===== src/rtl/zeroheti_pkg.sv =====
// Shared types and configuration for the zeroheti interrupt-accept slice.
// Holds the core configuration record, the accept FSM state encoding and
// the latched request record used by zeroheti_irq_accept.
package zeroheti_pkg;

   typedef struct packed {
      int unsigned nr_irqs;
      int unsigned nr_prio;
      int unsigned nest_depth;
      int unsigned addr_width;
   } core_cfg_t;

   localparam core_cfg_t CoreCfg = '{
      nr_irqs:    64,
      nr_prio:    8,
      nest_depth: 4,
      addr_width: 32
   };

   localparam int unsigned IrqWidth   = $clog2(CoreCfg.nr_irqs);
   localparam int unsigned PrioWidth  = $clog2(CoreCfg.nr_prio);
   localparam int unsigned DepthWidth = $clog2(CoreCfg.nest_depth + 1);

   typedef enum logic [1:0] {
      IDLE,
      REQ,
      ACK
   } accept_state_e;

   // Request as captured from the controller while a trap is pending.
   typedef struct packed {
      logic [IrqWidth-1:0]  id;
      logic [PrioWidth-1:0] level;
      logic                 shv;
   } irq_req_t;

endpackage


===== src/rtl/zeroheti_level_stack.sv =====
// LIFO of preempted interrupt levels. A push stores the level that was
// active before a nested take; a pop returns it on mret. Push has priority
// if both are requested; the caller never asks for both at once.
module zeroheti_level_stack #(
   parameter int unsigned Width      = 3,
   parameter int unsigned Depth      = 4,
   parameter int unsigned DepthWidth = $clog2(Depth + 1)
) (
   input  logic                  clk,
   input  logic                  rst,
   input  logic                  push,
   input  logic                  pop,
   input  logic [Width-1:0]      data,
   output logic [Width-1:0]      top,
   output logic [DepthWidth-1:0] depth,
   output logic                  full,
   output logic                  empty
);

   localparam int unsigned IdxWidth = (Depth > 1) ? $clog2(Depth) : 1;

   logic [Width-1:0]      mem [Depth];
   logic [DepthWidth-1:0] count;
   logic [IdxWidth-1:0]   top_idx;

   assign full    = (count == DepthWidth'(Depth));
   assign empty   = (count == '0);
   assign depth   = count;
   assign top_idx = IdxWidth'(count - 1'b1);
   assign top     = mem[top_idx];

   // Occupancy counter; the only state that needs a defined reset value.
   always_ff @(posedge clk) begin
      if (rst) begin
         count <= '0;
      end else if (push && !full) begin
         count <= count + 1'b1;
      end else if (pop && !empty) begin
         count <= count - 1'b1;
      end
   end

   // Entry storage written on push.
   // NOTE: the entries are deliberately not reset; an entry is only read
   // after it was pushed, so resetting them would add logic for nothing.
   always_ff @(posedge clk) begin
      if (!rst && push && !full) begin
         mem[IdxWidth'(count)] <= data;
      end
   end

endmodule


===== src/rtl/zeroheti_irq_accept.sv =====
// Core-side interrupt acceptance: gates controller requests against MIE and
// the current preemption level, raises a trap request, acknowledges the
// controller for one cycle and tracks nested levels for mret.
// Optional macro ZEROHETI_IRQ_ACCEPT_SHV_EN enables selective hardware
// vectoring through mtvt_i; without it every trap goes to mtvec_i.
module zeroheti_irq_accept
   import zeroheti_pkg::*;
#(
   parameter int unsigned NrIrqs    = CoreCfg.nr_irqs,
   parameter int unsigned NrPrio    = CoreCfg.nr_prio,
   parameter int unsigned NestDepth = CoreCfg.nest_depth,
   parameter int unsigned AddrWidth = CoreCfg.addr_width,
   parameter int unsigned IrqW      = $clog2(NrIrqs),
   parameter int unsigned PrioW     = $clog2(NrPrio),
   parameter int unsigned DepthW    = $clog2(NestDepth + 1)
) (
   input  logic                 clk_i,
   input  logic                 rst_i,
   input  logic                 irq_valid_i,
   input  logic [IrqW-1:0]      irq_id_i,
   input  logic [PrioW-1:0]     irq_level_i,
   input  logic [1:0]           irq_priv_i,
   input  logic                 irq_shv_i,
   input  logic                 irq_nest_i,
   output logic [IrqW-1:0]      irq_id_o,
   output logic                 irq_ack_o,
   input  logic                 mie_i,
   input  logic [AddrWidth-1:0] mtvec_i,
   input  logic [AddrWidth-1:0] mtvt_i,
   output logic                 trap_req_o,
   input  logic                 trap_ready_i,
   output logic [AddrWidth-1:0] trap_vec_o,
   output logic [IrqW-1:0]      trap_id_o,
   input  logic                 mret_i,
   output logic [PrioW-1:0]     cur_level_o,
   output logic [DepthW-1:0]    depth_o,
   output logic                 err_o
);

   accept_state_e        state;
   irq_req_t             req_q;
   irq_req_t             incoming;
   logic [PrioW-1:0]     cur_level;
   logic [PrioW-1:0]     stack_top;
   logic [DepthW-1:0]    depth;
   logic                 full;
   logic                 empty;
   logic                 eligible;
   logic                 take;
   logic                 pop;
   logic                 shv_in;
   logic [AddrWidth-1:0] base_vec;
   logic [AddrWidth-1:0] vec;

`ifdef ZEROHETI_IRQ_ACCEPT_SHV_EN
   assign shv_in = irq_shv_i;
   assign vec    = req_q.shv ? (mtvt_i + (AddrWidth'(req_q.id) << 2)) : base_vec;
   logic unused_bits;
   assign unused_bits = ^mtvec_i[1:0];
`else
   assign shv_in = 1'b0;
   assign vec    = base_vec;
   logic unused_bits;
   assign unused_bits = ^{mtvt_i, irq_shv_i, mtvec_i[1:0], req_q.shv};
`endif

   assign base_vec = {mtvec_i[AddrWidth-1:2], 2'b00};
   assign incoming = '{id: irq_id_i, level: irq_level_i, shv: shv_in};

   assign eligible = irq_valid_i && mie_i && (irq_priv_i == 2'b11)
                     && (irq_level_i > cur_level)
                     && (empty || irq_nest_i) && !full;

   // A take pushes; an mret colliding with a take is dropped and flagged.
   assign take = (state == REQ) && eligible && trap_ready_i;
   assign pop  = mret_i && !empty && !take;

   zeroheti_level_stack #(
      .Width (PrioW),
      .Depth (NestDepth),
      .DepthWidth (DepthW)
   ) u_stack (
      .clk   (clk_i),
      .rst   (rst_i),
      .push  (take),
      .pop   (pop),
      .data  (cur_level),
      .top   (stack_top),
      .depth (depth),
      .full  (full),
      .empty (empty)
   );

   // Accept FSM with registered handshake outputs, level and error tracking.
   // NOTE: all state here uses non-blocking assignments so every register
   // samples pre-edge values regardless of statement order.
   always_ff @(posedge clk_i) begin
      if (rst_i) begin
         state      <= IDLE;
         req_q      <= '0;
         trap_req_o <= 1'b0;
         irq_ack_o  <= 1'b0;
         irq_id_o   <= '0;
         cur_level  <= '0;
         err_o      <= 1'b0;
      end else begin
         irq_ack_o <= 1'b0;
         irq_id_o  <= '0;
         case (state)
            IDLE: begin
               if (eligible) begin
                  state      <= REQ;
                  req_q      <= incoming;
                  trap_req_o <= 1'b1;
               end
            end
            REQ: begin
               if (!eligible) begin
                  state      <= IDLE;
                  trap_req_o <= 1'b0;
               end else if (trap_ready_i) begin
                  state      <= ACK;
                  trap_req_o <= 1'b0;
                  irq_ack_o  <= 1'b1;
                  irq_id_o   <= req_q.id;
               end else if (irq_level_i > req_q.level) begin
                  req_q <= incoming;
               end
            end
            ACK: begin
               state <= IDLE;
            end
            default: begin
               state      <= IDLE;
               trap_req_o <= 1'b0;
            end
         endcase

         if (take) begin
            cur_level <= req_q.level;
         end else if (pop) begin
            cur_level <= stack_top;
         end

         if (mret_i && (empty || take)) begin
            err_o <= 1'b1;
         end
      end
   end

   assign trap_id_o   = req_q.id;
   assign trap_vec_o  = trap_req_o ? vec : '0;
   assign cur_level_o = cur_level;
   assign depth_o     = depth;

endmodule


===== config.mk =====
export PLATFORM = sky130hd
export DESIGN_NAME = zeroheti_irq_accept
export DESIGN_NICKNAME = d
export VERILOG_FILES = /design/src/rtl/zeroheti_pkg.sv /design/src/rtl/zeroheti_level_stack.sv /design/src/rtl/zeroheti_irq_accept.sv
export SDC_FILE = /design/constraint.sdc
export NUM_CORES = 1
export LEC_CHECK = 0
export BUFFER_PORTS_ARGS = -buffer_cell sky130_fd_sc_hd__buf_2
export CAP_MARGIN = 25
export CORE_MARGIN = 1
export CORE_UTILIZATION = 42
export CTS_CLUSTER_DIAMETER = 40
export DETAILED_ROUTE_END_ITERATION = 10
export PLACE_DENSITY = 0.8
export RECOVER_POWER = 100
export SLEW_MARGIN = 20
export SYNTH_ARGS = -nofsm -noshare
export SYNTH_HDL_FRONTEND = slang
export SYNTH_SLANG_ARGS = --single-unit

===== constraint.sdc =====
create_clock -name clk_i -period 2.4 [get_ports clk_i]
set_input_delay 0.12 -clock clk_i [delete_from_list [all_inputs] [get_ports clk_i]]
set_output_delay 0.12 -clock clk_i [all_outputs]
set_load 0.02 [all_outputs]

# Word-level counts from Yosys, hierarchy flattened
# Memory sizes are Yosys's and may differ from the RTL's.
# Index checks and enable logic that the tools add are counted.
dict set report word_totals {
  reg_bits 26
  mem_bits_rw 12
  input_bits 83
  word_cells 78
  memories 1
}
dict set report op_classes {
  addsub 2
  n_lt_le_gt_ge 2
  eq_ne 9
  muxes 21
  bitwise 4
  n_reduce_logical 30
}
# name words width rd rd_ports_with_merged_regs write_ports line
set memory_table {}
lappend memory_table {u_stack.mem 4 3 1 0 1 zeroheti_level_stack.sv:22} ;# logic [Width-1:0] mem [Depth];
# op count
set op_table {}
lappend op_table {{10-bit 2-to-1 mux} 4}
lappend op_table {{32-bit 2-to-1 mux} 1}
lappend op_table {{10-bit one-hot mux with 2 select lines} 1}
lappend op_table {{1-bit logical AND} 14}
lappend op_table {{3-bit 2-to-1 mux} 4}
lappend op_table {{3-bit greater-than comparator} 2}
lappend op_table {{1-bit 2-to-1 mux} 6}
lappend op_table {{2-bit 2-to-1 mux} 3}
lappend op_table {{2-bit inequality test (second input constant)} 3}
lappend op_table {{2-bit nonzero test} 3}
lappend op_table {{5-bit AND reduction} 1}
lappend op_table {{2-bit == test (second input constant)} 2}
lappend op_table {{1-bit zero test} 4}
lappend op_table {{1-bit NOT} 4}
lappend op_table {{2-bit one-hot mux with 2 select lines} 1}
lappend op_table {{4-bit OR reduction} 1}
lappend op_table {{3-bit by 1-bit adder with 3-bit output (second input constant)} 1}
lappend op_table {{3-bit == test (second input constant)} 1}
lappend op_table {{3-bit zero test} 1}
lappend op_table {{3-bit inequality test (second input constant)} 1}
lappend op_table {{1-bit one-hot mux with 3 select lines} 1}
lappend op_table {{3-bit AND reduction} 1}
lappend op_table {{3-bit OR reduction} 1}
lappend op_table {{3-bit by 1-bit subtractor with 3-bit output (second input constant)} 1}
lappend op_table {{5 further kinds} 6}

# Logic depth before layout (Yosys ltp)
# Gate-level depths: netlist of the first run.
dict set report logic_depth {
  ltp_word 12
  mapped_depth 9
  ltp_nobuf 7
}

# By module
# From an unflattened synthesis of the first run, not the netlist that was laid out.
dict set report hier_totals {
  cells_unflattened 202
  area_unflattened_um2 2042.0
}
# module instances cells_per_inst area_per_inst_um2 seq_area_each_um2
set modules_own_cells {}
lappend modules_own_cells {zeroheti_irq_accept 1 153 1328.8 460.4}
lappend modules_own_cells {zeroheti_level_stack 1 49 713.2 420.4}

# Worst setup path after synthesis of the first run
# No wires, ideal clock.
dict set report synth_timing {
  path_type {register to register}
  startpoint {register u_stack.count[0], in the netlist u_stack.depth[0]}
  endpoint {memory u_stack.mem[0][0] (enable)}
  setup_time_ns 0.303
  arrival_ns 2.009
  t_required_ns 2.097
  setup_slack_ns 0.088
  path_stages_with_launch 10
  n_path_buf 2
  period_less_slack_ns 2.312
  path_cell_list {dfxtp_1 > buf_2 > inv_1 > ha_1 > nand2b_4 > a21oi_4 > nand3_1 > nor3_1 > buf_2 > and2_1}
}
dict set report synth_between {
  elab_chain_len 10
  elab_cells_between_ends 12
  cone_classes {1 x eq/ne; 2 x mux; 9 x reduce/logical}
}
# element line
set synth_rtl {}
lappend synth_rtl {{start: declaration} zeroheti_level_stack.sv:23} ;# logic [DepthWidth-1:0] count;
lappend synth_rtl {{start signal: assignment} zeroheti_level_stack.sv:37} ;# count <= count + 1'b1;
lappend synth_rtl {{start signal: assignment} zeroheti_level_stack.sv:39} ;# count <= count - 1'b1;
lappend synth_rtl {{3-bit zero test} zeroheti_level_stack.sv:27} ;# assign empty = (count == '0);
lappend synth_rtl {{1-bit logical OR} zeroheti_irq_accept.sv:72} ;# && (empty || irq_nest_i) && !full;
lappend synth_rtl {{1-bit logical AND (2 in a row)} zeroheti_irq_accept.sv:72}
lappend synth_rtl {{1-bit logical AND (2 in a row)} zeroheti_irq_accept.sv:75} ;# assign take = (state == REQ) && eligible && trap_ready_i;
lappend synth_rtl {{1-bit logical AND (2 in a row)} zeroheti_level_stack.sv:47} ;# if (!rst && push && !full) begin
lappend synth_rtl {{1-bit 2-to-1 mux} zeroheti_level_stack.sv:47}
lappend synth_rtl {{1-bit 2-to-1 mux (implied by the code)} zeroheti_level_stack.sv:48} ;# mem[IdxWidth'(count)] <= data;
lappend synth_rtl {{end: declaration} zeroheti_level_stack.sv:22}
# Parallel ways exist; a longest one is shown, timed or not.

# Final worst setup path of the first run
dict set report layout_timing {
  startpoint {register cur_level[1], in the netlist cur_level_o[1]}
  endpoint {memory u_stack.mem[1][0] (enable)}
}
dict set report layout_between {
  elab_chain_len 10
}
# element line
set layout_rtl {}
lappend layout_rtl {{start: declaration} zeroheti_irq_accept.sv:43} ;# logic [PrioW-1:0] cur_level;
lappend layout_rtl {{start signal: assignment} zeroheti_irq_accept.sv:140} ;# cur_level <= req_q.level;
lappend layout_rtl {{start signal: assignment} zeroheti_irq_accept.sv:142} ;# cur_level <= stack_top;
lappend layout_rtl {{3-bit greater-than comparator} zeroheti_irq_accept.sv:71} ;# && (irq_level_i > cur_level)
lappend layout_rtl {{1-bit logical AND} zeroheti_irq_accept.sv:71}
lappend layout_rtl {{1-bit logical AND (2 in a row)} zeroheti_irq_accept.sv:72}
lappend layout_rtl {{1-bit logical AND (2 in a row)} zeroheti_irq_accept.sv:75}
lappend layout_rtl {{1-bit logical AND (2 in a row)} zeroheti_level_stack.sv:47}
lappend layout_rtl {{1-bit 2-to-1 mux} zeroheti_level_stack.sv:47}
lappend layout_rtl {{1-bit 2-to-1 mux (implied by the code)} zeroheti_level_stack.sv:48}
# Every way passes these cells.

==> metrics list, run 1 <==
- Run status: finished, final reports clean
* DRC errors left: 0
- Of the total synthesized cell area, the portion taken by full adders, half adders and majority gates is 0.0677.
* Setup crit end kind: register
* Peak supply drop: between 0.0003 and 0.0004 V
- In the post-synthesis netlist, the cell with the most instances is and2_1.
- Between clock sinks in the finished design, the worst skew comes to slightly above 0.009 ns.
- Floorplan row count: 24
- During synthesis, Yosys emitted a total of 0 warnings.
- For this design the top-level I/O count stands at 136.
- Reported leakage power: ~0.0011 uW
- The number of global-route vias before repair came to ~1,500.
* Source-to-sink clock delay at the later pin of the worst-skew pair: roughly 0.28 ns
* Share of post-route cells with drive strength above 1: 0.255
- Gate Count Post-Synth: approximately 200
- Chip Width: 71.6 um
* Fraction of the mapped netlist area in simple logic gates: 0.280
- Number of nets still failing antenna checks after routing: 0
- The most used flip-flop cell after synthesis is dfxtp_1.
- Quantity of I/O buffers inserted on ports: between 90 and 100
* Hold Path Origin: irq_id_i[2]
- Worst Hold Margin: 0.0959 ns
* Total via count in the routed design: about 1,700
- Number of enable flip-flop cells after synthesis: 12
- At the end of the flow the core is filled with cells to 0.567.
- The number of antenna diodes in the final layout is 0.
* Compound-Gate Fraction of Synth Area: 0.0683
- The worst setup path is of the reg2reg kind.
- DR iter-0 viols: 70
- Synth unique cells: 33
- Final routed wirelength across all metal layers: 4370 um
- Final count of negative-setup-slack endpoints: 0
- Starting Density: 0.451
- At the end of the flow, the number of nets in the layout was 387.
- After synthesis, the cell types taking the most area are dfxtp_1, edfxtp_1, and2_1, ha_1, nand2b_1.
- Of the total synthesized cell area, the portion taken by XOR and XNOR cells is 0.
* CTS Buffer Depth: 2
* Wire length of the first global-routing pass: 6750 um
- The core region is ~4500 sq um.
* Register area: between 800 and 900 sq um
- Chip height: slightly above 70 um
- Worst setup SP type: register
* Critical path data arrival time: roughly 2.1 ns
- Number of search-and-repair iterations in the first detailed-routing pass: 4
* Tightest slew margin relative to the limit: 0.509
- In this run, post-CTS hold repair placed 0 buffers.
- Number of hold-slack violations in the final timing report: 0
* Clock Sink Count: 38
- The worst hold path belongs to the class in2reg.
- Synthesized area per cell: between 10 and 15 sq um
- Routed wirelength normalized by instance count: around 13 um
- Clock tree root buffer cell: clkbuf_8
* Placer's final routability congestion estimate: between 0.7 and 0.8
* Combinational family with the most area after synthesis: simple AND/OR/NAND/NOR gates
- Gates resized during post-CTS repair numbered 0.
- In this run the critical register-to-register path is captured at u_stack.mem[1][0].
- Number of levels the H-tree was split into: 2
- Counting flops and latches in the post-synthesis netlist gives 38.
- Of all cell types, the one taking the most synthesized area is dfxtp_1.
* Maximum clock frequency: between 400 and 500 MHz
- After the flow finishes, the layout carries non-filler instances totaling 346.
- Path depth of the worst reg2reg path: 8
- Of the available clock period, the critical path in the final layout requires 0.889.
- From synthesis to final layout, the design area changed by 25.6%.
- Summed over all layers, the global routing overflow is 0.
- TritonCTS built the clock tree.
* Final count of pins violating max slew: 0
- Maximum number of pins on one net before global-route repair: 34
* Worst Setup SP: cur_level_o[1]
- After synthesis, the share of flip-flops with an asynchronous set or reset is 0.
- Summed over all nets, the half-perimeter wirelength after detailed placement is around 3400 um.
- Setup slack of the worst register-to-register path: ~0.27 ns
* Mapped Area: 2030 sq um
- Cell count after placement: between 300 and 400
* Pwr dens: 644 nW/um^2
- Area occupied by multi-input gates: between 1000 and 1500 sq um
- Worst hold stages: 3
- Overall power consumption after layout is estimated at 1650 uW.
- Die area: 5120 sq um
- Setup repair after global routing missed its margin: no
- Number of antenna violations at the first check in global routing: 0
* Number of buffers added by the clock tree synthesis step: 5
- Multiplexer share of the synthesized area: 0.0825
- Filler cells: between 400 and 500
- Critical path fanouts, max: 7
* Total global routing track utilization: 0.170
- In the final timing run, aggregate negative setup slack is 0 ns.
- At the worst endpoint, the required time is 2.38 ns.
- Fraction of post-synthesis cell area in the top cell type by area: 0.256
* Mean number of vias per cell: 4.84
* Top cells by instance count after synthesis: and2_1, dfxtp_1, nand2b_1
- The routed design could run at a clock period as short as between 2 and 2.5 ns.
- End of the worst hold path: trap_id_o[2]
* Startpoint of the worst register-to-register path: cur_level_o[1]
* Clock Pin Slew Worst Setup and Hold Paths: 0.07 ns
- For the pin with the worst max-slew slack, the measured transition is about 0.74 ns.
- Sequential cell area fraction in the yosys report: 0.433
- The tool flagged a number of max-cap violations equal to 0.
- After clock tree synthesis, the setup repair step added 0 buffers.
[final cells by class]
| type | instances | share of cell area |
|---|---|---|
| tap | 52 | 0.0255 |
| timing repair buffer | 105 | 0.187 |
| clock buffer | 8 | 0.0314 |
| sequential | 38 | 0.345 |
| inverter | 8 | 0.0118 |
| multi-input combinational | 135 | 0.400 |
[how the worst max path moves through the flow]
stage	to	slack [ns]	cells after the start
finish	u_stack.mem[1][0]	0.27	8
global route	u_stack.mem[1][0]	0.03	8
CTS	u_stack.mem[1][0]	0.24	8
detailed placement	u_stack.mem[1][0]	0.26	8
global placement	u_stack.mem[0][2]	0.32	8
floorplan	u_stack.mem[0][0]	0.09	9
[worst max-delay path, cell delays in order (launching register included)]
cell and delay, ns:
dfxtp_1 0.46, inv_1 0.08, ha_1 0.29, nand2b_1 0.07, a21oi_2 0.21, nand3_1 0.13
nor3_1 0.21, buf_4 0.18, and2_1 0.21
[where the power goes]
part           switching, uW  internal [uW]  leakage, uW  total, uW
logic                    272            179     0.000708        450
clock network            207            206    0.0000395        413
registers               55.4            727     0.000325        782
[per-stage QoR]
stage          area (sq um)  setup WS [ns]
6_report               2550          0.265
5_1_grt                2550         0.0274
4_1_cts                2620          0.237
3_5_place_dp           2540          0.256
3_3_place_gp           2540          0.316
2_1_floorplan          2040         0.0878
[kinds of logic (layout without fill, tap and decap cells)]
logic type,count (synthesis),count (layout)
flops,38,38
buf+inv,26,121
other cells,1,2
mux,13,13
simple gates,91,91
compound gates,18,18
fa+ha+maj,11,11
[sequential cells by signal, indices dropped and copies added, names as in the netlist]
signal         cells
cur_level_o        3
err_o              1
irq_ack_o          1
irq_id_o           6
req_q              3
state              2
trap_id_o          6
trap_req_o         1
u_stack.depth      3
u_stack.mem       12
[cells in the final DEF (no fill, tap or decap)]
cell type	instances
nor2b_1	1
nor2_1	7
clkbuf_1	46
and2_0	13
a21oi_1	4
clkbuf_8	5
clkbuf_2	1
nand2b_4	2
buf_4	2
or4b_1	1
edfxtp_1	12
mux4_2	3
nand4b_4	1
a311oi_1	5
nand2b_1	22
o211ai_1	1
nand2_1	5
conb_1	2
nand3b_1	1
o311ai_0	1
a31oi_1	1
o21ai_0	1
dfxtp_1	26
buf_2	59
a21oi_2	1
mux2i_1	10
inv_1	8
and2_1	27
nor3b_1	1
nor4b_1	1
nand3_1	7
a21oi_4	1
a21o_1	2
ha_1	11
nor3_1	2
o31ai_1	1
[metal layers]
metal  up-vias  GRT usage  part of all wire
li1        849          -                 -
met4         0     0.0458            0.0044
met1       747      0.224              0.45
met3         2     0.0408             0.069
met5         -          0                 0
met2        75      0.283              0.48
Note: power is estimated with default switching activity, not from simulation.
==> inputs of run 2 (changes only) <==
- BUFFER_PORTS_ARGS: -buffer_cell sky130_fd_sc_hd__buf_2 -> -buffer_cell sky130_fd_sc_hd__buf_4
- CTS_CLUSTER_DIAMETER: 40 -> 30
==> run 2 against run 1 <==
  * Power is 16% higher
  * Critical path depth stayed put
  * Maximum frequency down 2.7%
  * Clock power grew 54%
  * Cell count did not move
  * Non-clock buffer count unchanged
  * Hold slack better by 0.0016 ns
  * Clock skew shrank 0.0039 ns
  * Routed wire length increased by 3.8%
==> metrics list, run 2 (synthesis results as in run 1) <==
* DR iter-0 viols: 104
- Routed wirelength normalized by instance count: about 13 um
- At the end of routability-driven placement, the weighted congestion stood at 0.809.
- The first global-routing pass estimated 7050 um of wire.
- On the critical path, the stage with the largest delay is an instance of dfxtp_1.
- The core region is about 4500 sq um.
* Top library cells by usage in the layout, fill and taps aside: buf_4, clkbuf_1, dfxtp_1
- Of the total power, registers draw 0.411.
* Min cycle time layout: 2.19 ns
* Total power after layout: 1900 uW
- Setup repair after global routing left no endpoint under its margin.
- In this run the core area contains 24 standard-cell rows.
* Chip height: approximately 72 um
- Worst-case clock skew: about 0.0053 ns
- The flow ran to the end, and the final reports show no timing, DRC or antenna violations.
- The worst register-to-register path ends at u_stack.mem[2][2].
* Register area: a little under 900 sq um
- The die is 71.6 um wide.
- The min-delay analysis places its worst path in the category in2reg.
- The number of max-slew violations in the final report came to 0.
- The critical path in this run is classified as reg2reg.
- Pwr dens: just under 700 nW/um^2
- Final routed wirelength across all metal layers: 4530 um
- Area of placed instances: 2790 sq um
* Total global routing track utilization: 0.175
- Number of nets still failing antenna checks after routing: 0
- Most common cell after layout, fill and taps aside: buf_4
- Total congestion overflow: 0
- Clock-pin slew was measured on the worst setup and hold paths at about 0.080 ns.
- The share of total power dissipated in the clock network is 0.334.
- Share of total power consumed by net switching: 0.291
- Source-to-sink clock delay at the later pin of the worst-skew pair: about 0.29 ns
* Final WS setup: 0.206 ns
- Starting Density: 0.451
- The die covers 5120 sq um.
- Most flop-heavy register: u_stack.mem
- Cell internal pwr: about 1300 uW
- Share of post-route cells with drive strength above 1: 0.276
- Setup violations remaining at the end of the flow were counted as 0.
- Tightest slew margin relative to the limit: 0.496
- Peak supply drop: approximately 0.00053 V
- Hold Buf Count CTS: 0
- In the routed design, unresolved DRC markers number 0.
- Input and output buffers added on the ports amount to between 90 and 100.
- The setup check on the worst reg-to-reg path leaves a slack of 0.21 ns.
- For this design, the sink count on the clock tree is 38.
- STA classifies the critical path startpoint as a register.
* Area growth from synthesis to layout: 36.2%
- Power dissipated by switching net loads: about 550 uW
- Via count of the first global-routing pass: approximately 1,500
- Counting instances, the worst hold path has a depth of 3.
- The number of antenna violations at the first check in global routing is 0.
* Total via count in the routed design: roughly 1,700
- Entering global routing, the biggest net connects 34 pins.
- Filler cells: ~430
- The share of total power dissipated in combinational logic is 0.255.
- Number of levels the H-tree was split into: 2
- After routing the design area is between 2000 and 3000 sq um.
- Of the available clock period, the critical path in the final layout requires 0.914.
- The worst register-to-register path begins at cur_level_o[1].
- Once detailed placement completed, the half-perimeter wirelength came to roughly 3500 um.
* Number of maximum-capacitance constraint violations: 0
* Critical path data arrival time: between 2 and 2.5 ns
- Summing all multi-input logic gate instances after layout gives ~1000 sq um.
* Maximum clock frequency: around 460 MHz
- Number of primary I/O pins: 136
- Setup crit end kind: register
* Largest stage delay on the critical path: roughly 0.45 ns
* Resize count post-CTS: 0
* Number of hold-slack violations in the final timing report: 0
- Dividing the detail-routed via count by the number of cells gives 4.79.
- Hold Path Origin: irq_id_i[2]
* Setup WS pre-CTS: between 0.2 and 0.3 ns
* Flip-flop count of the largest register after layout: 12
* CTS Buffer Depth: 2
- Clock tree root buffer cell: clkbuf_8
- Path depth of the worst reg2reg path: 8
- Number of search-and-repair iterations in the first detailed-routing pass: 4
- For hold timing, the worst endpoint is trap_id_o[2].
* TritonCTS clock tree: built
- 0 antenna diodes ended up in the layout.
* Number of buffers added by the clock tree synthesis step: 5
* Final layout net count: about 390
- Slew @ Worst Pin: 0.755 ns
* Final TNS setup: 0 ns
- Critical-path cell list: inv_1, ha_1, nand2b_1, a21oi_2, nand3_1, nor3_1, buf_4, and2_0
- Once the clock tree was built, the setup fixing pass inserted 0 buffers.
- Critical path fanouts, max: 7
* Reported leakage power: around 0.0012 uW
- At the worst endpoint, the required time is ~2.4 ns.
-- run 2: cell types whose count changed in the layout (fill, tap and decap cells not counted), sizes merged --
| cell | delta |
|---|---|
| buf | +4 |
| clkinv | +1 |
| bufinv | +2 |
| clkbuf | -7 |
-- run 2: routing by layer --
layer	GRT usage	vias up	share of wire
li1	-	844	-
met3	0.0549	5	0.063
met5	0	-	0
met2	0.290	55	0.48
met1	0.230	753	0.45
met4	0.0327	0	0.0055
-- run 2: cell type report --
class,count,share of cell area
clock buffers,5,0.0249
clock inverters,3,0.0230
inverters,8,0.0108
multi-input cells,135,0.369
flip-flops and latches,38,0.318
well taps,52,0.0235
repair buffers,105,0.231
-- run 2: critical path: cells and delay by family (launching register included) --
| family | cells | cell delay, ns |
|---|---|---|
| DFF | 1 | 0.45 |
| buffers and inverters | 2 | 0.27 |
| adders and majority gates | 1 | 0.29 |
| and+or+nand+nor | 4 | 0.67 |
| AOI/OAI and AO/OA | 1 | 0.21 |
-- run 2: power by group through the flow --
stage	registers (uW)	logic (uW)	clock network, uW
floorplan	828	279	0
global placement	793	527	0
detailed placement	797	537	0
CTS	782	540	647
global route	790	527	675
finish	782	485	634
-- run 2: worst max path at each step --
stage,cells after the start,to,from
2_1_floorplan,9,u_stack.mem[0][0],u_stack.depth[0]
3_3_place_gp,8,u_stack.mem[0][2],cur_level_o[1]
3_5_place_dp,8,u_stack.mem[0][2],cur_level_o[1]
4_1_cts,8,u_stack.mem[0][2],cur_level_o[1]
5_1_grt,8,u_stack.mem[2][0],cur_level_o[1]
6_report,8,u_stack.mem[2][2],cur_level_o[1]
-- run 2: metrics by stage --
stage / std cells / hold slack, ns / utilization
3_3_place_gp: 338 / 0.390 / 0.618
5_1_grt: 346 / 0.105 / 0.615
2_1_floorplan: 199 / 0.275 / -
4_1_cts: 346 / 0.0956 / 0.648
3_5_place_dp: 338 / 0.404 / 0.618
6_report: 346 / 0.0974 / 0.615
==> inputs of run 3 (changes only) <==
- ABC_AREA: not set -> 1
- SYNTH_HIERARCHICAL: not set -> 1
==> run 3 against run 2 <==
  * Via count increased by 27%
  * Cell count increased by 32%
  * Clock-buffer cell count rose by 1
  * Critical endpoint is now u_stack/mem[0][1]
  * Largest cell class unchanged
  * Largest power group unchanged
==> metrics list, run 3 <==
* Most common cell type on the critical path: inv_1
* Yosys Warn Count: 6
- STA classifies the critical path startpoint as a register.
- The clock arrives with between 0.002 and 0.003 ns of skew.
* Post-route fraction of the period consumed by the critical path: 0.918
- The largest single stage delay on the critical path is approximately 0.35 ns.
* Routed wirelength normalized by instance count: around 10 um
- Summed over all cells, the static leakage comes to 0.00143 uW.
- Register area: between 800 and 900 sq um
* Number of buffers added by the clock tree synthesis step: 5
* Slew @ Worst Pin: ~0.57 ns
- Layout Utilization: 0.586
* Clock tree root buffer cell: clkbuf_8
- Run status: finished, final reports clean
* Min cycle time layout: 2.20 ns
- The floorplan step set the die width to roughly 73 um.
- Final layout net count: about 480
* DRC errors left: 0
- Antenna Diode Count: 0
- Setup CP Type: reg2reg
- Routability-driven placement finished with a final weighted congestion of roughly 0.83.
* Flip-flop count of the largest register after layout: 12
- Setup repair after global routing left no endpoint under its margin.
* Critical path fanouts, max: 5
- Static timing analysis puts the maximum clock frequency at between 400 and 500 MHz.
- Most common cell after layout, fill and taps aside: inv_1
* Count of state elements after synthesis: 38
- Top cells by instance count after synthesis: inv_1, nand2_1, dfxtp_1
- Number of enable flip-flop cells after synthesis: 12
- Critical path data arrival time: roughly 2.2 ns
* Critical path buffer and inverter count: 4
- After the first detailed-routing iteration, the DRC count stood at 150.
* Starting Density: 0.442
- Proportion of synthesized flip-flops having asynchronous set or reset: 0
- Total via count in the routed design: around 2,100
* Critical-path cell list: inv_1, ha_1, ha_1, inv_1, nand2_1, nand3_1, nor2_4, nand3_1, inv_1, inv_1, a21oi_2, nand2_2, nor2_4
* Mean number of vias per cell: about 4.6
* Synth unique cells: 25
- The pre-antenna-repair detailed-routing pass consisted of 4 iterations.
- Gate Count Post-Synth: roughly 290
* Required time of the critical path: roughly 2.4 ns
- By area the synthesized netlist is led by dfxtp_1, edfxtp_1, inv_1, nand2_1, ha_1.
- CTS Buffer Depth: 2
- TritonCTS clock tree: built
- During placement, the flow inserted port buffers numbering between 90 and 100.
* Number of hold-slack violations in the final timing report: 0
* Total global routing track utilization: 0.185
* Slowest-stage cell, CP: dfxtp_1
- The tool flagged a number of max-cap violations equal to 0.
- Source-to-sink clock delay at the later pin of the worst-skew pair: around 0.28 ns
* HP Class: in2reg
- Headroom to the max-slew limit came out at 0.618.
- Top library cells by usage in the layout, fill and taps aside: inv_1, nand2_1, clkbuf_1, buf_4, dfxtp_1
- Wire length of the first global-routing pass: between 7000 and 8000 um
* Final routed wirelength across all metal layers: roughly 4800 um
- The floorplan has 25 rows.
* Sequential cell area fraction in the yosys report: 0.416
- Setup violations remaining at the end of the flow were counted as 0.
- Summing all multi-input logic gate instances after layout gives approximately 900 sq um.
- Number of antenna violations at the first check in global routing: 0
- Cell family with most CP delay: simple AND/OR/NAND/NOR gates
- The floorplan step defined a die boundary enclosing between 5000 and 6000 sq um.
- Post-layout instance area: between 2000 and 3000 sq um
- Final count of pins violating max slew: 0
- Fraction of post-synthesis cell area in the top cell type by area: 0.246
* Half-perimeter wire length after detailed placement: 3870 um
* Setup crit end kind: register
- The detail route stage leaves a number of antenna-violating nets equal to 0.
- In this run the vertical extent of the chip is around 73 um.
- In this run the cell area of the synthesized design comes to between 2000 and 2500 sq um.
- The number of global-route vias before repair is ~1,900.
- The tree built by TritonCTS fans out to 38 sinks.
* Area growth from synthesis to layout: 32.5%
- Area leader, netlist: dfxtp_1
- CTS built an H-tree with a depth of 2.
- Final TNS setup: 0 ns
* Maximum number of pins on one net before global-route repair: 20
- After detailed placement, the total cell area comes to a little under 3000 sq um.
- Most used flip-flop cell after synthesis: dfxtp_1
* Core outline area: ~4800 sq um
* Peak supply drop: about 0.00023 V
- Hold Buf Count CTS: 0
- roughly 140 I/O pins were placed.
* Synthesized area per cell: just over 7 sq um
- After clock tree synthesis, the clock-pin slew on the worst setup and hold paths is about 0.070 ns.
- Among all cell types in the netlist, the one instantiated most often is inv_1.
- In this run the power density over the cells is between 400 and 500 nW/um^2.
* Most flop-heavy register: u_stack/mem
* Total congestion overflow: 0
* Filler cells: ~460
* Share of post-route cells with drive strength above 1: 0.192
[run 3: changes by cell type in the layout (fill, tap and decap cells not counted), moves of 10 or more]
cell,change
nand3_1,+16
and2_0,-18
nand2_1,+58
clkbuf_1,+14
a21oi_1,+14
nand2b_1,-22
inv_1,+61
mux2i_1,-10
and2_1,-22
nor2_1,+14
buf_4,-12
[run 3: cell families after synthesis]
| group | Yosys count | synth area share |
|---|---|---|
| flip-flops | 38 | 0.416 |
| AO/OA/AOI/OAI | 32 | 0.0840 |
| AND/OR/NAND/NOR | 123 | 0.256 |
| buffers and inverters | 85 | 0.171 |
| adder cells (fa/ha/maj) | 12 | 0.0710 |
| other | 1 | 0.00177 |
[run 3: path summary, 6_finish.rpt]
| check | from | end | slack (ns) | cells past startpoint |
|---|---|---|---|---|
| min | mret_i | err_o | 0.09 | 3 |
| max | u_stack/depth[1] | u_stack/mem[0][1] | 0.20 | 13 |
| min reg2reg | trap_id_o[2] | irq_id_o[2] | 0.44 | 2 |
| max reg2reg | u_stack/depth[1] | u_stack/mem[0][1] | 0.20 | 13 |
[run 3: area by class of cell]
class,instances,share of cell area
tap,67,0.0299
inverter,70,0.0937
multi-input combinational,169,0.321
timing repair buffer,105,0.212
clock buffer,6,0.0259
sequential,38,0.315
clock inverter,2,0.00312
[run 3: repair_timing]
item,in CTS,in global routing
buffers inserted,0,0
resized for setup,0,11
endpoints found under the setup margin,0,12
[run 3: report_power, final]
group | switching [uW] | internal (uW)
clock | 210 | 200
combinational | 64.6 | 68.1
sequential | 4.77 | 663
total | 280 | 930
[run 3: per-layer routing]
| layer | vias to the layer above | share of wire | track usage |
|---|---|---|---|
| li1 | 1072 | - | - |
| met1 | 941 | 0.39 | 0.197 |
| met2 | 81 | 0.52 | 0.335 |
| met3 | 6 | 0.071 | 0.0622 |
| met4 | 0 | 0.013 | 0.0741 |
| met5 | - | 0 | 0 |
[run 3: tightest hold or removal path, cell delays in order]
cell	delay, ns
buf_4	0.08
a21oi_1	0.05
nor2_1	0.08
[run 3: stage by stage]
stage | total power (uW) | cells | hold WS (ns) | setup WS (ns)
4_1_cts | 1240 | 457 | 0.0735 | 0.106
3_5_place_dp | 827 | 449 | 0.376 | 0.126
5_1_grt | 1260 | 457 | 0.0913 | 0.0162
2_1_floorplan | 745 | 292 | 0.182 | 0.0521
6_report | 1210 | 457 | 0.0874 | 0.198
3_3_place_gp | 824 | 449 | 0.366 | 0.155
